### src/rtl/alu_cmd_queue.sv
// alu_cmd_queue: valid/ready command FIFO feeding the ALU with a registered issue strobe.
// Define ALU_CMDQ_DIVZERO_DROP_EN to discard divide-by-zero commands and count them in drop_cnt.
module alu_cmd_queue #(
   parameter int DEPTH  = 4,
   parameter int DATA_W = 8
) (
   input  logic                      clk,
   input  logic                      rst_n,
   input  logic                      in_valid,
   output logic                      in_ready,
   input  logic [DATA_W-1:0]         in_a,
   input  logic [DATA_W-1:0]         in_b,
   input  logic [2:0]                in_op,
   input  logic                      in_cin,
   input  logic                      stall,
   output logic [DATA_W-1:0]         alu_a,
   output logic [DATA_W-1:0]         alu_b,
   output logic [2:0]                alu_op,
   output logic                      alu_cin,
   output logic                      issue_valid,
   output logic [$clog2(DEPTH):0]    count,
   output logic                      overflow_err,
   output logic [7:0]                drop_cnt
);
   localparam int AW = $clog2(DEPTH);
   localparam int CW = AW + 1;
   localparam int EW = 2 * DATA_W + 4;

   logic [EW-1:0] r_mem [DEPTH];
   logic [AW-1:0] r_wr_ptr, r_rd_ptr;
   logic [CW-1:0] r_count;
   logic          w_hs, w_push, w_pop;

   assign in_ready = r_count < CW'(DEPTH);
   assign w_hs     = in_valid && in_ready;
   assign w_pop    = (r_count != '0) && !stall;
   assign count    = r_count;

`ifdef ALU_CMDQ_DIVZERO_DROP_EN
   logic       w_divz;
   logic [7:0] r_drop;
   // Dropped commands still complete the handshake; they just never reach storage.
   assign w_divz   = w_hs && (in_op == 3'b110) && (in_b == '0);
   assign w_push   = w_hs && !w_divz;
   assign drop_cnt = r_drop;
   always_ff @(posedge clk or negedge rst_n)
      if (!rst_n) r_drop <= '0;
      else if (w_divz && r_drop != 8'hff) r_drop <= r_drop + 8'd1;
`else
   assign w_push   = w_hs;
   assign drop_cnt = '0;
`endif

   always_ff @(posedge clk)
      if (w_push) r_mem[r_wr_ptr] <= {in_a, in_b, in_op, in_cin};

   always_ff @(posedge clk or negedge rst_n)
      if (!rst_n) begin
         r_wr_ptr     <= '0;
         r_rd_ptr     <= '0;
         r_count      <= '0;
         alu_a        <= '0;
         alu_b        <= '0;
         alu_op       <= '0;
         alu_cin      <= 1'b0;
         issue_valid  <= 1'b0;
         overflow_err <= 1'b0;
      end else begin
         if (w_push) r_wr_ptr <= r_wr_ptr + 1'b1;
         if (w_pop) begin
            r_rd_ptr <= r_rd_ptr + 1'b1;
            {alu_a, alu_b, alu_op, alu_cin} <= r_mem[r_rd_ptr];
         end
         r_count     <= r_count + CW'(w_push) - CW'(w_pop);
         issue_valid <= w_pop;
         if (in_valid && !in_ready) overflow_err <= 1'b1;
      end
endmodule

### config.mk
export PLATFORM = sky130hd
export DESIGN_NAME = alu_cmd_queue
export DESIGN_NICKNAME = d
export VERILOG_FILES = /design/src/rtl/alu_cmd_queue.sv
export SDC_FILE = /design/constraint.sdc
export NUM_CORES = 1
export LEC_CHECK = 0
export ABC_AREA = 1
export ABC_CLOCK_PERIOD_IN_PS = 2100
export CORE_ASPECT_RATIO = 1.1
export CORE_MARGIN = 2
export CORE_UTILIZATION = 50
export DETAILED_ROUTE_END_ITERATION = 12
export GPL_ROUTABILITY_DRIVEN = 0
export GPL_TIMING_DRIVEN = 0
export PLACE_DENSITY = 0.82
export SETUP_SLACK_MARGIN = 0.05
export SYNTH_ARGS = -nofsm -noshare
export SYNTH_HDL_FRONTEND = slang
export SYNTH_SLANG_ARGS = --single-unit
### constraint.sdc
create_clock -name clk -period 2.1 [get_ports clk]
set_input_delay 0.315 -clock clk [delete_from_list [all_inputs] [get_ports clk]]
set_output_delay 0.315 -clock clk [all_outputs]
set_load 0.03 [all_outputs]
# == Word-level counts from Yosys, hierarchy flattened ==
# Memory sizes are Yosys's and may differ from the RTL's. A register that Yosys moved wholly into a read port is not among the register bits.
# Index checks and enable logic that the tools add are counted.
# word_totals
ff_bits,9
latch_bits,0
ramBits,80
romBits,0
in_bits,24
out_inout_bits,34
elab_cells,20
memories,1
# classes
addsub,4
mul,0
div_mod_pow,0
order_cmp,1
n_eq_ne,0
shifts,0
n_mux,2
n_bitwise,0
reduce_logical,7
# mem_list
memory,depth,word_bits,rd,rd_clocked_by_memory_dff,write_ports,line,text
r_mem,4,20,1,1,1,29,logic [EW-1:0] r_mem [DEPTH];
# op_table
op,count
$add A2 B1 Y2 const B,2
$add A3 B1 Y3,1
$logic_and A1 B1 Y1,3
$logic_not A1 Y1,3
$lt A3 B3 Y1 const B,1
$reduce_bool A3 Y1,1
$sub A3 B1 Y3,1
$mux W1,2

# == Longest topological paths before layout ==
# depth
ltp_word,4
depth_mapped,11
depth_no_buf,10

# == Least setup slack after synthesis ==
# OpenSTA, ideal clock, no wires.
# synth_path
kind,register -> register
start,"register r_count[2], in the netlist count[2]"
end,"memory r_mem[0][0] in the netlist's numbering, enable pin"
setup_ps,397
arrival_time_ps,1854
required_ps,1703
slack_ps,-150
path_stages_with_launch,4
path_buffers,0
period_less_slack_ps,2250
cell_sequence,dfrtp_1 -> inv_1 -> nand2_2 -> nor2_1
# synth_between
elab_chain_len,4
# synth_lines
element,line,text
from (decl),31,logic [CW-1:0] r_count;
from (signal assigned),74,r_count <= r_count + CW'(w_push) - CW'(w_pop);
$lt A3 B3 Y1,34,assign in_ready = r_count < CW'(DEPTH);
net in_ready,10,"output logic in_ready,"
$logic_and A1 B1 Y1,35,assign w_hs = in_valid && in_ready;
$mux W1,55,"if (w_push) r_mem[r_wr_ptr] <= {in_a, in_b, in_op, in_cin};"
$mux W1 (implied by the code),55,
to (decl),29,
# The timed path passes the listed nets, and every way through them passes these cells.

# == Worst setup path after layout ==
# layout_path
start,"register r_count[2], in the netlist count[2]"
end,output port in_ready
# layout_between
elab_chain_len,1
# layout_lines
element,line
$lt A3 B3 Y1,34
to (decl),10
# No other way between the ends.

==> key figures <==
Synthesis
  • Syn avg cell area: 10.4 µm²
  • Number of synthesized flops with an enable pin: 80
  • Cells after Synth: 455
  • Distinct cells, synth: 22
  • Syn. warnings: 0
  • #FFs+latches synth: 109
  • Fraction of registers with async set/reset: 26.6%
  • Synthesized area: 4730 µm²
  • Post-synth top flop: edfxtp_1
  • Part of the Yosys area used for sequential elements: 66.1%

Critical path
  • Worst setup path end: in_ready
  • Worst R2R End: count[2]$_DFF_PN0_
  • Max FO, Critical Path: 4
  • Critical path launch point: count[2]$_DFF_PN0_
  • Worst setup EP type: output pin
  • Req. time, crit path: 1.78 ns
  • Worst-case reg-to-reg path depth: 9
  • Worst path arrival time: 1.69 ns
  • WS Path Type: reg -> out
  • R2R Path Start: count[2]$_DFF_PN0_
  • Startpoint types: register
  • Reg2reg setup slack: 0.12 ns

Status
  • Run status: complete, no violations

Floorplan
  • Die outline width: 96.8 µm
  • Site row count: 37
  • Die Y: 106 µm
  • Die area: 10300 µm²
  • Initial core utilization: 50.9%
  • Io pins: 58
  • Core area: 9310 µm²

Global routing
  • First-pass GRT wire length: 16100 µm
  • Vias in the first global route: 3329
  • Largest net degree at the start of global routing: 30
  • GRT Residual Overflow: 0
  • Initial antenna violation count: 0
  • Gr usage total: 20.5%

Clock network
  • Reg clk slew, reported paths: 0.10 ns
  • Total CTS buffers: 9
  • Clk sink count: 109
  • Root cell of the clock tree: clkbuf_8
  • Clock latency on the worst-skew pair: 0.37 ns
  • CTS tree: built
  • H-tree depth: 3
  • Clock buffer depth: 2

STA
  • Final period utilization: 95.4%
  • Worst clock skew: 0.0100 ns
  • Period minus WS final: 2.00 ns
  • Post-Route Setup TNS: 0 ns
  • Worst slew pin tran: 0.754 ns
  • Final count of hold timing violations: 0
  • Final Setup Violations: 0
  • Hold slack: 0.00672 ns
  • Rel. slew slack: 49.7%
  • Max Slew Vio Count: 0
  • Maximum clock frequency: 499 MHz
  • RSZ-0062 raised after global routing: false

Placed design
  • Hpwl dp: 6420 µm
  • Port buffer count: 49

Cells and area
  • Nets@finish: 563
  • Layout area overhead: 21.4%
  • Antenna Cells: 0
  • Layout cells sized above 1: 14.7%
  • Layout Utilization: 61.8%
  • Fill cell count: 711

Pwr
  • Seq pwr share: 40.2%
  • Net switching power: 2980 µW
  • Switching part of the total power: 39.2%
  • Leakage: 0.00268 µW
  • Pwr dens: 1320 nW/µm²
  • Clk pwr share: 14.8%
  • Maximum vdd drop: 465 µV
  • Internal power: 4620 µW
  • Logic gate share of total power: 45.0%

Drt
  • Detailed Route Iter0 Violations: 273
  • DR WL/cell: 15.3 µm
  • Vias per cell: 4.89
  • Remaining routing DRC violations: 0
  • Drt total wl: 10000 µm
  • Final antenna-violating net count: 0
  • Vias: 3196
  • Initial DRT Pass Iterations: 4

Run
  • Max cap viols: 0

Worst hold path
  • Worst Hold Class: in -> async
==> logic make-up (layout without fill, tap and decap cells) <==
logic type | Yosys count | in the layout | share of synthesized area, %
AO/OA/AOI/OAI | 3 | 3 | 0.370
XOR/XNOR | 5 | 5 | 0.925
adder cells (fa/ha/maj) | 7 | 7 | 2.01
buffers and inverters | 120 | 195 | 12.1
flip-flops | 109 | 109 | 66.1
other | 1 | 8 | 0.0792
AND/OR/NAND/NOR | 210 | 210 | 18.5
==> Yosys cell counts, types with 3 or more instances <==
| cell | instances | area [µm²] |
|---|---|---|
| inv_1 | 92 | 345 |
| buf_6 | 7 | 78.8 |
| buf_4 | 13 | 97.6 |
| nor2_1 | 6 | 22.5 |
| edfxtp_1 | 80 | 2400 |
| nand3_1 | 40 | 200 |
| xor2_1 | 3 | 26.3 |
| buf_2 | 4 | 20.0 |
| nand2_2 | 12 | 75.1 |
| ha_1 | 6 | 75.1 |
| nand2_1 | 151 | 567 |
| dfrtp_1 | 29 | 726 |
==> sequential cells by signal, indices dropped and copies added, names as in the netlist <==
| signal | cells |
|---|---|
| issue_valid | 1 |
| r_mem | 80 |
| r_wr_ptr | 2 |
| r_rd_ptr | 2 |
| overflow_err | 1 |
| alu_cin | 1 |
| alu_op | 3 |
| alu_a | 8 |
| alu_b | 8 |
| count | 3 |
==> per-layer routing <==
metal  up-vias  GRT usage (%)  wire [µm]
li1       1524              -          -
met1      1521           22.7       3710
met2       130           37.4       5300
met3        21           4.80        782
met4         0           9.05        223
met5         -              0          0
==> per-stage QoR <==
| stage | setup slack (ns) | total power (µW) | instance area (µm²) | cells |
|---|---|---|---|---|
| floorplan | -0.0390 | 5170 | 4770 | 462 |
| global placement | -0.822 | 6150 | 5410 | 628 |
| detailed placement | -0.323 | 6360 | 5500 | 632 |
| CTS | 0.0455 | 7600 | 5750 | 653 |
| global route | 0.0529 | 8060 | 5750 | 654 |
| finish | 0.0965 | 7600 | 5750 | 654 |
==> worst min-delay path by stage <==
stage | to | slack, ns | depth (start not counted)
final | alu_op[2]$_DFFE_PN0P_ | 0.007 | 1
after CTS | alu_op[2]$_DFFE_PN0P_ | 0.02 | 1
after floorplan | alu_a[0]$_DFFE_PN0P_ | 0.02 | 0
after global routing | alu_op[2]$_DFFE_PN0P_ | 0.05 | 1
after detailed placement | alu_op[0]$_DFFE_PN0P_ | 0.42 | 1
after global placement | overflow_err$_DFFE_PN0P_ | 0.44 | 1
==> timing repair <==
action / CTS / global route
setup buffers: 5 / 2
endpoints found under the setup margin: 1 / 1
hold buffers: 0 / 0
pin swaps: 7 / 7
endpoints found under the hold margin: 0 / 0
resized for setup: 8 / 2
==> final cells by class <==
| class | instances | area [µm²] | area share (%) |
|---|---|---|---|
| inverter | 95 | 364 | 6.33 |
| clock buffer | 12 | 145 | 2.52 |
| timing repair buffer | 60 | 623 | 10.8 |
| clock inverter | 4 | 23.8 | 0.413 |
| buffer | 24 | 200 | 3.48 |
| sequential | 109 | 3130 | 54.5 |
| tap | 117 | 146 | 2.55 |
| multi-input combinational | 233 | 1110 | 19.4 |
==> worst max-delay path, stage by stage (launching register included) <==
cell and delay (ns):
dfrtp_2 0.43, buf_4 0.16, inv_2 0.07, clkdlybuf4s50_1 0.66
==> cells in the final DEF (no fill, tap or decap), drive strengths merged <==
| cell | count |
|---|---|
| a21o | 1 |
| a21oi | 1 |
| buf | 36 |
| clkbuf | 12 |
| clkdlybuf4s50 | 48 |
| clkinv | 2 |
| clkinvlp | 2 |
| conb | 8 |
| dfrtp | 29 |
| edfxtp | 80 |
| fa | 1 |
| ha | 6 |
| inv | 95 |
| nand2 | 164 |
| nand3 | 40 |
| nor2 | 6 |
| o21ai | 1 |
| xnor2 | 2 |
| xor2 | 3 |
==> power groups by stage <==
| stage | Combinational, µW | Clock [µW] | Sequential [µW] |
|---|---|---|---|
| final | 3420 | 1130 | 3060 |
| after global routing | 3730 | 1220 | 3100 |
| after CTS | 3410 | 1140 | 3050 |
| after detailed placement | 3250 | 0 | 3110 |
| after global placement | 3050 | 0 | 3090 |
| after floorplan | 1660 | 0 | 3510 |
No activity file was read; power rests on OpenSTA's default activity.
